$ cat src/rtl/msx_ps2_keymatrix_pkg.sv
// ============================================================================
// msx_kbd_pkg : shared types, PS/2 prefix codes and the set-2 -> MSX matrix map
// Revision    : 1.0
// ============================================================================
`default_nettype none

package msx_kbd_pkg;

    typedef struct packed {
        logic       valid;
        logic [3:0] row;
        logic [2:0] col;
    } kbd_pos_t;

    typedef enum logic [1:0] {
        RX_IDLE   = 2'd0,
        RX_DATA   = 2'd1,
        RX_PARITY = 2'd2,
        RX_STOP   = 2'd3
    } rx_state_t;

    localparam logic [7:0] c_code_ext   = 8'hE0;
    localparam logic [7:0] c_code_brk   = 8'hF0;
    localparam logic [7:0] c_code_pause = 8'hE1;
    localparam logic [2:0] c_pause_skip = 3'd7;

    // Keyboard responses (BAT ok, echo, ack, resend, overrun) carry no key info.
    function automatic logic is_ignored(input logic [7:0] code);
        return (code == 8'hAA) || (code == 8'hEE) || (code == 8'hFA) ||
               (code == 8'hFE) || (code == 8'h00) || (code == 8'hFF);
    endfunction

    function automatic kbd_pos_t pos(input int r, input int c);
        kbd_pos_t p;
        p.valid = 1'b1;
        p.row   = 4'(r);
        p.col   = 3'(c);
        return p;
    endfunction

    function automatic kbd_pos_t map_ps2(input logic ext, input logic [7:0] code);
        kbd_pos_t p;
        p = '0;
        case ({ext, code})
            9'h045: p = pos(0,0); 9'h016: p = pos(0,1); 9'h01E: p = pos(0,2); 9'h026: p = pos(0,3);
            9'h025: p = pos(0,4); 9'h02E: p = pos(0,5); 9'h036: p = pos(0,6); 9'h03D: p = pos(0,7);
            9'h03E: p = pos(1,0); 9'h046: p = pos(1,1); 9'h04E: p = pos(1,2); 9'h055: p = pos(1,3);
            9'h05D: p = pos(1,4); 9'h054: p = pos(1,5); 9'h05B: p = pos(1,6); 9'h04C: p = pos(1,7);
            9'h052: p = pos(2,0); 9'h00E: p = pos(2,1); 9'h041: p = pos(2,2); 9'h049: p = pos(2,3);
            9'h04A: p = pos(2,4); 9'h00B: p = pos(2,5); 9'h01C: p = pos(2,6); 9'h032: p = pos(2,7);
            9'h021: p = pos(3,0); 9'h023: p = pos(3,1); 9'h024: p = pos(3,2); 9'h02B: p = pos(3,3);
            9'h034: p = pos(3,4); 9'h033: p = pos(3,5); 9'h043: p = pos(3,6); 9'h03B: p = pos(3,7);
            9'h042: p = pos(4,0); 9'h04B: p = pos(4,1); 9'h03A: p = pos(4,2); 9'h031: p = pos(4,3);
            9'h044: p = pos(4,4); 9'h04D: p = pos(4,5); 9'h015: p = pos(4,6); 9'h02D: p = pos(4,7);
            9'h01B: p = pos(5,0); 9'h02C: p = pos(5,1); 9'h03C: p = pos(5,2); 9'h02A: p = pos(5,3);
            9'h01D: p = pos(5,4); 9'h022: p = pos(5,5); 9'h035: p = pos(5,6); 9'h01A: p = pos(5,7);
            9'h012: p = pos(6,0); 9'h059: p = pos(6,0); 9'h014: p = pos(6,1); 9'h114: p = pos(6,1);
            9'h011: p = pos(6,2); 9'h058: p = pos(6,3); 9'h111: p = pos(6,4); 9'h005: p = pos(6,5);
            9'h006: p = pos(6,6); 9'h004: p = pos(6,7);
            9'h00C: p = pos(7,0); 9'h003: p = pos(7,1); 9'h076: p = pos(7,2); 9'h00D: p = pos(7,3);
            9'h00A: p = pos(7,4); 9'h066: p = pos(7,5); 9'h083: p = pos(7,6); 9'h05A: p = pos(7,7);
            9'h15A: p = pos(7,7);
            9'h029: p = pos(8,0); 9'h16C: p = pos(8,1); 9'h170: p = pos(8,2); 9'h171: p = pos(8,3);
            9'h16B: p = pos(8,4); 9'h175: p = pos(8,5); 9'h172: p = pos(8,6); 9'h174: p = pos(8,7);
            9'h07C: p = pos(9,0); 9'h079: p = pos(9,1); 9'h14A: p = pos(9,2); 9'h070: p = pos(9,3);
            9'h069: p = pos(9,4); 9'h072: p = pos(9,5); 9'h07A: p = pos(9,6); 9'h06B: p = pos(9,7);
            9'h073: p = pos(10,0); 9'h074: p = pos(10,1); 9'h06C: p = pos(10,2); 9'h075: p = pos(10,3);
            9'h07D: p = pos(10,4); 9'h07B: p = pos(10,5); 9'h071: p = pos(10,7);
            default: p = '0;
        endcase
        return p;
    endfunction

endpackage

`default_nettype wire

$ cat src/rtl/msx_ps2_keymatrix_ps2_rx.sv
// ============================================================================
// ps2_rx : PS/2 line conditioning, 11-bit frame receiver and frame watchdog
// Revision : 1.0
// ============================================================================
`default_nettype none

module ps2_rx
    import msx_kbd_pkg::*;
#(
    parameter int          FILT    = 8,
    parameter logic [15:0] TIMEOUT = 16'd50000
) (
    input  logic       clk,
    input  logic       rst_n,
    input  logic       ps2_clk,
    input  logic       ps2_data,
    output logic       rx_valid,
    output logic [7:0] rx_byte,
    output logic       rx_err
);

    localparam int c_fw = $clog2(FILT) + 1;

    logic [1:0]      r_clk_sync;
    logic [1:0]      r_dat_sync;
    logic            r_clk_filt;
    logic [c_fw-1:0] r_fcnt;
    rx_state_t       r_state;
    logic [2:0]      r_bitcnt;
    logic [7:0]      r_shift;
    logic            r_par;
    logic [15:0]     r_wdog;
    logic            w_flip;
    logic            w_strobe;
    logic            w_dat;

    assign w_dat    = r_dat_sync[1];
    assign w_flip   = (r_clk_sync[1] != r_clk_filt) && (r_fcnt == c_fw'(FILT - 1));
    // Filtered level is about to drop from 1 to 0: the sample strobe.
    assign w_strobe = w_flip && r_clk_filt;

    always_ff @(posedge clk or negedge rst_n) begin
        if (!rst_n) begin
            r_clk_sync <= 2'b11;
            r_dat_sync <= 2'b11;
            r_clk_filt <= 1'b1;
            r_fcnt     <= '0;
        end else begin
            r_clk_sync <= {r_clk_sync[0], ps2_clk};
            r_dat_sync <= {r_dat_sync[0], ps2_data};
            if (r_clk_sync[1] == r_clk_filt) begin
                r_fcnt <= '0;
            end else if (w_flip) begin
                r_clk_filt <= r_clk_sync[1];
                r_fcnt     <= '0;
            end else begin
                r_fcnt <= r_fcnt + 1'b1;
            end
        end
    end

    always_ff @(posedge clk or negedge rst_n) begin
        if (!rst_n) begin
            r_state  <= RX_IDLE;
            r_bitcnt <= '0;
            r_shift  <= '0;
            r_par    <= 1'b0;
            r_wdog   <= '0;
            rx_valid <= 1'b0;
            rx_byte  <= '0;
            rx_err   <= 1'b0;
        end else begin
            rx_valid <= 1'b0;
            rx_err   <= 1'b0;
            if (r_state == RX_IDLE || w_strobe) begin
                r_wdog <= '0;
            end else begin
                r_wdog <= r_wdog + 16'd1;
            end

            if (r_state != RX_IDLE && !w_strobe && r_wdog == TIMEOUT) begin
                r_state <= RX_IDLE;
                rx_err  <= 1'b1;
            end else if (w_strobe) begin
                case (r_state)
                    RX_IDLE: begin
                        if (!w_dat) begin
                            r_state  <= RX_DATA;
                            r_bitcnt <= '0;
                        end else begin
                            rx_err <= 1'b1;
                        end
                    end
                    RX_DATA: begin
                        r_shift  <= {w_dat, r_shift[7:1]};
                        r_bitcnt <= r_bitcnt + 3'd1;
                        if (r_bitcnt == 3'd7) begin
                            r_state <= RX_PARITY;
                        end
                    end
                    RX_PARITY: begin
                        r_par   <= w_dat;
                        r_state <= RX_STOP;
                    end
                    RX_STOP: begin
                        if (w_dat && (^{r_shift, r_par})) begin
                            rx_valid <= 1'b1;
                            rx_byte  <= r_shift;
                        end else begin
                            rx_err <= 1'b1;
                        end
                        r_state <= RX_IDLE;
                    end
                    default: r_state <= RX_IDLE;
                endcase
            end
        end
    end

endmodule

`default_nettype wire

$ cat src/rtl/msx_ps2_keymatrix.sv
// ============================================================================
// msx_ps2_keymatrix : PS/2 set-2 keyboard to MSX 11x8 key matrix for PPI port B
// Revision          : 1.0
// ============================================================================
`default_nettype none

module msx_ps2_keymatrix
    import msx_kbd_pkg::*;
#(
    parameter int          FILT    = 8,
    parameter logic [15:0] TIMEOUT = 16'd50000,
    parameter int          ROWS    = 11
) (
    input  logic       clk,
    input  logic       rst_n,
    input  logic       ps2_clk,
    input  logic       ps2_data,
    input  logic [3:0] row,
    output logic [7:0] cols,
    output logic       rx_err,
    output logic       key_evt
);

    logic       w_rx_valid;
    logic [7:0] w_rx_byte;
    kbd_pos_t   w_pos;
    logic [7:0] w_cols;
    logic [7:0] r_matrix [ROWS];
    logic       r_ext;
    logic       r_brk;
    logic [2:0] r_skip;
    logic       r_key_evt;

    ps2_rx #(
        .FILT    (FILT),
        .TIMEOUT (TIMEOUT)
    ) u_rx (
        .clk      (clk),
        .rst_n    (rst_n),
        .ps2_clk  (ps2_clk),
        .ps2_data (ps2_data),
        .rx_valid (w_rx_valid),
        .rx_byte  (w_rx_byte),
        .rx_err   (rx_err)
    );

    assign w_pos = map_ps2(r_ext, w_rx_byte);

    always_ff @(posedge clk or negedge rst_n) begin
        if (!rst_n) begin
            for (int i = 0; i < ROWS; i++) begin
                r_matrix[i] <= 8'hFF;
            end
            r_ext     <= 1'b0;
            r_brk     <= 1'b0;
            r_skip    <= '0;
            r_key_evt <= 1'b0;
        end else begin
            r_key_evt <= 1'b0;
            if (w_rx_valid) begin
                if (r_skip != 3'd0) begin
                    r_skip <= r_skip - 3'd1;
                end else if (w_rx_byte == c_code_ext) begin
                    r_ext <= 1'b1;
                end else if (w_rx_byte == c_code_brk) begin
                    r_brk <= 1'b1;
                end else if (w_rx_byte == c_code_pause) begin
                    r_skip <= c_pause_skip;
                end else if (!is_ignored(w_rx_byte)) begin
                    r_ext <= 1'b0;
                    r_brk <= 1'b0;
                    // Typematic repeats rewrite the same value and stay silent.
                    for (int i = 0; i < ROWS; i++) begin
                        if (w_pos.valid && w_pos.row == 4'(i) &&
                            r_matrix[i][w_pos.col] != r_brk) begin
                            r_matrix[i][w_pos.col] <= r_brk;
                            r_key_evt              <= 1'b1;
                        end
                    end
                end
            end
        end
    end

    always_comb begin
        w_cols = 8'hFF;
        for (int i = 0; i < ROWS; i++) begin
            if (row == 4'(i)) begin
                w_cols = r_matrix[i];
            end
        end
    end

    assign cols    = w_cols;
    assign key_evt = r_key_evt;

endmodule

`default_nettype wire

$ cat config.mk
export PLATFORM = sky130hd
export DESIGN_NAME = msx_ps2_keymatrix
export DESIGN_NICKNAME = d
export VERILOG_FILES = /design/src/rtl/msx_ps2_keymatrix_pkg.sv /design/src/rtl/msx_ps2_keymatrix_ps2_rx.sv /design/src/rtl/msx_ps2_keymatrix.sv
export SDC_FILE = /design/constraint.sdc
export NUM_CORES = 1
export LEC_CHECK = 0
export CAP_MARGIN = 0
export CORE_UTILIZATION = 35
export CTS_CLUSTER_DIAMETER = 30
export DETAILED_ROUTE_END_ITERATION = 6
export DONT_BUFFER_PORTS = 1
export GPL_TIMING_DRIVEN = 1
export PLACE_DENSITY = 0.52
export REMOVE_ABC_BUFFERS = 1
export SLEW_MARGIN = 20
export SYNTH_ARGS = -nofsm -noshare
export SYNTH_HDL_FRONTEND = slang
export SYNTH_SLANG_ARGS = --single-unit
$ cat constraint.sdc
create_clock -name clk -period 5.1 [get_ports clk]
set_input_delay 1.02 -clock clk [delete_from_list [all_inputs] [get_ports clk]]
set_output_delay 1.02 -clock clk [all_outputs]
set_load 0.01 [all_outputs]
== After elaboration in Yosys (flattened, before gate mapping) ==
Cells that the tools add are included.
Cells by class
  add/sub/neg operators: 4
  magnitude comparators: 2
  eq/ne operators: 147
  muxes and demuxes: 92
  bitwise operators: 7
  reductions and logical operators: 68
Operators with widths (number)
  $pmux 8 s87: 1
  $eq 9x7->1 const B: 36
  $eq 9x6->1 const B: 23
  $eq 9x9->1 const B: 11
  $eq 9x5->1 const B: 10
  $bwmux 8: 11
  $mux 8: 11
  $reduce_and 7->1: 11
  $eq 8x8->1 const B: 8
  $eq 9x4->1 const B: 5
  $mux 1: 42
  $eq 4x3->1 const B: 9
  $bmux 1 s3: 11
  $logic_and 1x1->1: 28
  $eq 9x3->1 const B: 3
  $eq 4x4->1 const B: 6
  $add 16x1->16 const B: 1
  $eq 16x16->1 const B: 1
  $eq 4x2->1 const B: 4
  $mux 16: 1
  $ne 2x2->1 const B: 8
  $mux 3: 5
  $ne 1x1->1: 12
  $reduce_and 4->1: 3
  other kinds (33): 59
Word-level totals
  register bits after elaboration: 143
  input bits: 8
  output and inout port bits: 10
  logic and storage cells: 347

== Longest topological paths before layout ==
  word-level depth: 24
  mapped depth: 18

== Modules after synthesis ==
A second synthesis with hierarchy kept.
Second synthesis, totals
  cell total of the unflattened synthesis: 1097
  area total of the unflattened synthesis: 10323.7 µm²
Modules (own cells, without submodules)
  msx_ps2_keymatrix: instances 1, cells an instance 913, area each 8104.0 µm², sequential area each 2462.4 µm²
  ps2_rx: instances 1, cells an instance 184, area each 2219.6 µm², sequential area each 1232.4 µm²

== Least setup slack after synthesis ==
OpenSTA, ideal clock, no wires.
  kind: reg2reg
  from: reg u_rx.rx_byte[0]
  to: reg r_matrix[15] in the netlist's numbering
  setup time: 0.085 ns
  arrival: 3.734 ns
  data required time: 5.015 ns
  slack: 1.282 ns
  stages on the path, launching flop included: 17
  path buffers: 6
  clock period less this slack: 3.818 ns
  cells stage by stage: dfrtp_1 -> buf_2 -> buf_4 -> buf_6 -> and4b_1 -> a32oi_1 -> nand4_1 -> buf_4 -> nor4_2 -> buf_6 -> buf_6 -> nor3_1 -> o21a_1 -> nor4_2 -> mux2i_2 -> nand3_1 -> mux2_1
Between the ends
  word-level cells in the longest chain between the ends: 8
  elaborated cells on any way between the ends: 125
  those cells by class: 2 x order compare; 100 x eq/ne; 6 x mux; 4 x bitwise; 13 x reduce/logical
RTL lines
  start, declared: RTL line msx_ps2_keymatrix_ps2_rx.sv:18  | output logic [7:0] rx_byte,
  start signal, assigned: RTL line msx_ps2_keymatrix_ps2_rx.sv:108  | rx_byte <= r_shift;
  $eq 9x9->1, or another cell as far along: RTL line msx_ps2_keymatrix_pkg.sv:44  | case ({ext, code})
  $reduce_or 2->1 (no line) / $logic_or 1x1->1 (equally long branches)
  $pmux 8 s87 / $logic_or 1x1->1 (equally long branches): RTL line msx_ps2_keymatrix_pkg.sv:44, msx_ps2_keymatrix_pkg.sv:29
  $lt 3x4->1 (implied by the code), or another cell as far along: RTL line msx_ps2_keymatrix.sv:76  | r_matrix[i][w_pos.col] <= r_brk;
  $logic_and 1x1->1 (implied by the code), or another cell as far along: RTL line msx_ps2_keymatrix.sv:76
  $mux 1 (implied by the code), or another cell as far along: RTL line msx_ps2_keymatrix.sv:76
  $demux 1 s3, or another cell as far along: RTL line msx_ps2_keymatrix.sv:76
  $bwmux 8 / $reduce_and 7->1 (equally long branches)
  end signal, assigned by index: RTL line msx_ps2_keymatrix.sv:76
  end, declared: RTL line msx_ps2_keymatrix.sv:28  | logic [7:0] r_matrix [ROWS];
Several ways; a longest one is shown, not always the timed one. The select of a mux whose other input is x is not followed.
A chain may end at the register's enable or synchronous reset.

== Worst setup path in the final report ==
  from: reg u_rx.rx_byte[3]
  to: reg r_key_evt, in the netlist key_evt
Between the ends
  word-level cells in the longest chain between the ends: 24
  elaborated cells on any way between the ends: 191
  those cells by class: 119 x eq/ne; 40 x mux; 32 x reduce/logical
RTL lines
  $eq 9x9->1, or another cell as far along: RTL line msx_ps2_keymatrix_pkg.sv:44
  $reduce_or 2->1 (no line)
  $pmux 8 s87: RTL line msx_ps2_keymatrix_pkg.sv:44
  $bmux 1 s3: RTL line msx_ps2_keymatrix.sv:75  | r_matrix[i][w_pos.col] != r_brk) begin
  $mux 1 (implied by the code): RTL line msx_ps2_keymatrix.sv:75
  $ne 1x1->1: RTL line msx_ps2_keymatrix.sv:75
  $logic_and 1x1->1: RTL line msx_ps2_keymatrix.sv:74  | if (w_pos.valid && w_pos.row == 4'(i) &&
  $mux 1 (11 in series): RTL line msx_ps2_keymatrix.sv:74
  $mux 1: RTL line msx_ps2_keymatrix.sv:69  | end else if (!is_ignored(w_rx_byte)) begin
  $mux 1: RTL line msx_ps2_keymatrix.sv:67  | end else if (w_rx_byte == c_code_pause) begin
  $mux 1: RTL line msx_ps2_keymatrix.sv:65  | end else if (w_rx_byte == c_code_brk) begin
  $mux 1 *: RTL line msx_ps2_keymatrix.sv:63  | end else if (w_rx_byte == c_code_ext) begin
  $mux 1 *: RTL line msx_ps2_keymatrix.sv:61  | if (r_skip != 3'd0) begin
  $mux 1 *: RTL line msx_ps2_keymatrix.sv:60  | if (w_rx_valid) begin
  end signal, assigned: RTL line msx_ps2_keymatrix.sv:57  | r_key_evt <= 1'b0;
  end signal, assigned: RTL line msx_ps2_keymatrix.sv:59  | r_key_evt <= 1'b0;
  end signal, assigned: RTL line msx_ps2_keymatrix.sv:77  | r_key_evt <= 1'b1;
  end, declared: RTL line msx_ps2_keymatrix.sv:32  | logic r_key_evt;
Every way passes the cells marked *; elsewhere a longest branch is shown, timed or not. The select of a mux whose other input is x is not followed.

==> out/qor.csv <==
metric;value;unit
end_kind;flop;
grt_pass1_vias;8827;
instances_no_fill;1511;
yosysUniqueCellTypes;96;
diodes;0;
grt_util_all_layers;0.235;
synthArstFlopShare;1.00;
die_height;173;um
ant_nets;0;
grt_max_degree;144;
viasPerCell;6.04;
netSwitchingFraction;0.227;
vias;9127;
row_count;62;
initial_core_util;0.355;
fin_skew;10.4;ps
io_pins;18;
die_w;173;um
synthTopCellsByArea;dfstp_2, dfrtp_1, mux2_2;
r2r-start;u_rx.rx_byte[3];
syn_avg_cell_area;9.41;um^2
cts_tree;built;
antenna_found_initial;0;
critPathLaunchType;flop;
cts_buffers;17;
clkPwrFrac;0.518;
ir_drop;235;uV
dp_hpwl;24.7;mm
detail_route.iter0.violations;899;
yosysTopAreaCellShare;0.240;
htree_levels;4;
hold_viol;0;
yosysSeqAreaShare;0.362;
crit_required;5340;ps
gr-total-overflow;0;
drive_gt1_frac;0.289;
synth_top_area_cell;dfstp_2;
cts-root-buf;clkbuf_16;
rsz0062_at_grt;false;
intPower;1.96;mW
nNetsFinal;1133;
status;complete, no violations;
slew_headroom;0.330;
ys_ff_latch;143;
reg2regPathDepth;15;
cp_max_fo;11;
power;2.53;mW
fillers;2870;
routed_wirelength;34.5;mm
portBuffers;0;
drc_errors;0;
coreArea;28700;um^2
place_congestion;0.953;
worstMarginPinSlew;1010;ps
leakage;4.48;nW
switchingPower;0.573;mW
synth_commonest_cells;nand2_1, dfstp_2, nor2_1;
final_util;0.406;
power_frac_comb;0.020;
synth_area;10200;um^2
power_density;217;nW/um^2
period_needed;4870;ps
timing.reg2reg.setup_slack;230;ps
place_inst;1479;
numClockSinks;143;
post_cts_buffers;0;
fin_crit_sh;0.955;
synth_edf_count;0;
grt_pass1_wl;54.3;mm
report.final.slew_viol_count;0;
cts.clk_slew.worst_paths;70;ps
seqPwrFrac;0.462;
ys.flop_type;dfstp_2;
maxCapViolCount;0;
synth_warnings;0;
setup_viol;0;
wl_per_cell;22.8;um
crit-reg2reg-capture;key_evt;
area_growth_syn_to_layout;14.3;%
synthCells;1084;
synth_most_common_cell;nand2_1;
hold_slack;274;ps
setup.worst_path.class;reg2reg;
cts_buffer_depth;2;
clock_latency;440;ps
timing.fmax;0.205;GHz
arrival;5110;ps
dr.pass1.iters;5;
worstHoldPathType;in2async;
die-area;29800;um^2
## worst max path at each step
stage	startpoint	to	slack, ps
2_1_floorplan	u_rx.rx_byte[1]	r_matrix[57]	-340
5_1_grt	u_rx.rx_byte[3]	key_evt	10
3_3_place_gp	u_rx.rx_byte[0]	key_evt	220
6_report	u_rx.rx_byte[3]	key_evt	230
4_1_cts	u_rx.rx_byte[0]	key_evt	230
3_5_place_dp	u_rx.rx_byte[0]	key_evt	240
## flip-flops by register name, summed over array words and instances, names as in the netlist
| signal | count |
|---|---|
| key_evt | 1 |
| r_brk | 1 |
| r_ext | 1 |
| r_matrix | 88 |
| r_skip | 3 |
| u_rx.r_bitcnt | 3 |
| u_rx.r_clk_filt | 1 |
| u_rx.r_clk_sync | 2 |
| u_rx.r_dat_sync | 2 |
| u_rx.r_fcnt | 4 |
| u_rx.r_par | 1 |
| u_rx.r_shift | 8 |
| u_rx.r_state | 2 |
| u_rx.r_wdog | 16 |
| u_rx.rx_byte | 8 |
| u_rx.rx_err | 1 |
| u_rx.rx_valid | 1 |
## metrics by stage
stage | cell area (um^2) | setup TNS [ps] | setup slack, ps
floorplan | 9770 | -8210 | -344
detailed placement | 11000 | 0 | 237
global placement | 11000 | 0 | 220
global route | 11700 | 0 | 11.8
finish | 11700 | 0 | 229
CTS | 11700 | 0 | 231
## repair_timing
action,CTS,global route
gates resized for setup,0,2
hold buffers,0,0
endpoints found under the hold margin,0,0
endpoints found under the setup margin,0,1
## power groups by stage
stage               Clock, mW  Sequential, mW  Combinational (mW)
detailed placement          0            1.19              0.0521
global placement            0            1.19              0.0515
floorplan                   0            1.18              0.0430
global route             1.40            1.17              0.0580
finish                   1.31            1.17              0.0514
CTS                      1.35            1.17              0.0522
## final cells by class
cell class | instances | area (um^2) | share of cell area
Multi-Input combinational cell | 828 | 5990 | 0.514
Sequential cell | 143 | 3700 | 0.317
Timing Repair Buffer | 95 | 763 | 0.0655
Tap cell | 384 | 480 | 0.0412
Clock buffer | 20 | 468 | 0.0402
Clock inverter | 12 | 149 | 0.0128
Inverter | 29 | 109 | 0.00934
## layout by cell type (no fill, tap or decap), drive strengths merged, types with 6 or more instances in the layout
master,n
a2111oi,12
a211oi,15
a21oi,27
a31oi,9
and3,6
buf,95
clkbuf,20
clkinv,6
dfrtp,50
dfstp,93
ha,11
inv,32
mux2,76
mux2i,24
mux4,14
nand2,143
nand2b,18
nand3,27
nand3b,6
nand4,11
nor2,60
nor2b,20
nor3,48
nor4,20
nor4b,7
o2111ai,6
o211ai,10
o21a,8
o21ai,44
o221ai,7
o22ai,15
o31ai,25
or3,12
or3b,6
or4,9
or4b,6
xnor2,16
xor2,12
## cell families after synthesis
kind of cell / after synthesis / share of synthesized area
AND/OR/NAND/NOR: 435 / 0.239
multiplexers: 114 / 0.139
flip-flops: 143 / 0.362
buffers and inverters: 113 / 0.0525
XOR/XNOR: 28 / 0.0240
adder cells (fa/ha/maj): 11 / 0.0135
AO/OA/AOI/OAI: 240 / 0.170
## metal layers
layer | up-vias | wire length [um] | GRT usage
li1 | 4135 | - | -
met1 | 4565 | 15800 | 0.328
met2 | 371 | 15900 | 0.377
met3 | 56 | 1990 | 0.0365
met4 | 0 | 774 | 0.0686
met5 | - | 0 | 0
## worst max-delay path: stages (launching register included)
cell,delay [ps]
dfrtp_1,580
buf_4,240
or3b_2,460
a2111oi_0,750
a211oi_1,160
buf_4,190
or4b_1,270
nor2_8,80
buf_4,190
or3_1,350
a21oi_1,200
nor4_2,90
mux2i_2,150
buf_4,190
nor4_1,490
a31oi_1,270
Power figures use the tool's default switching activity.
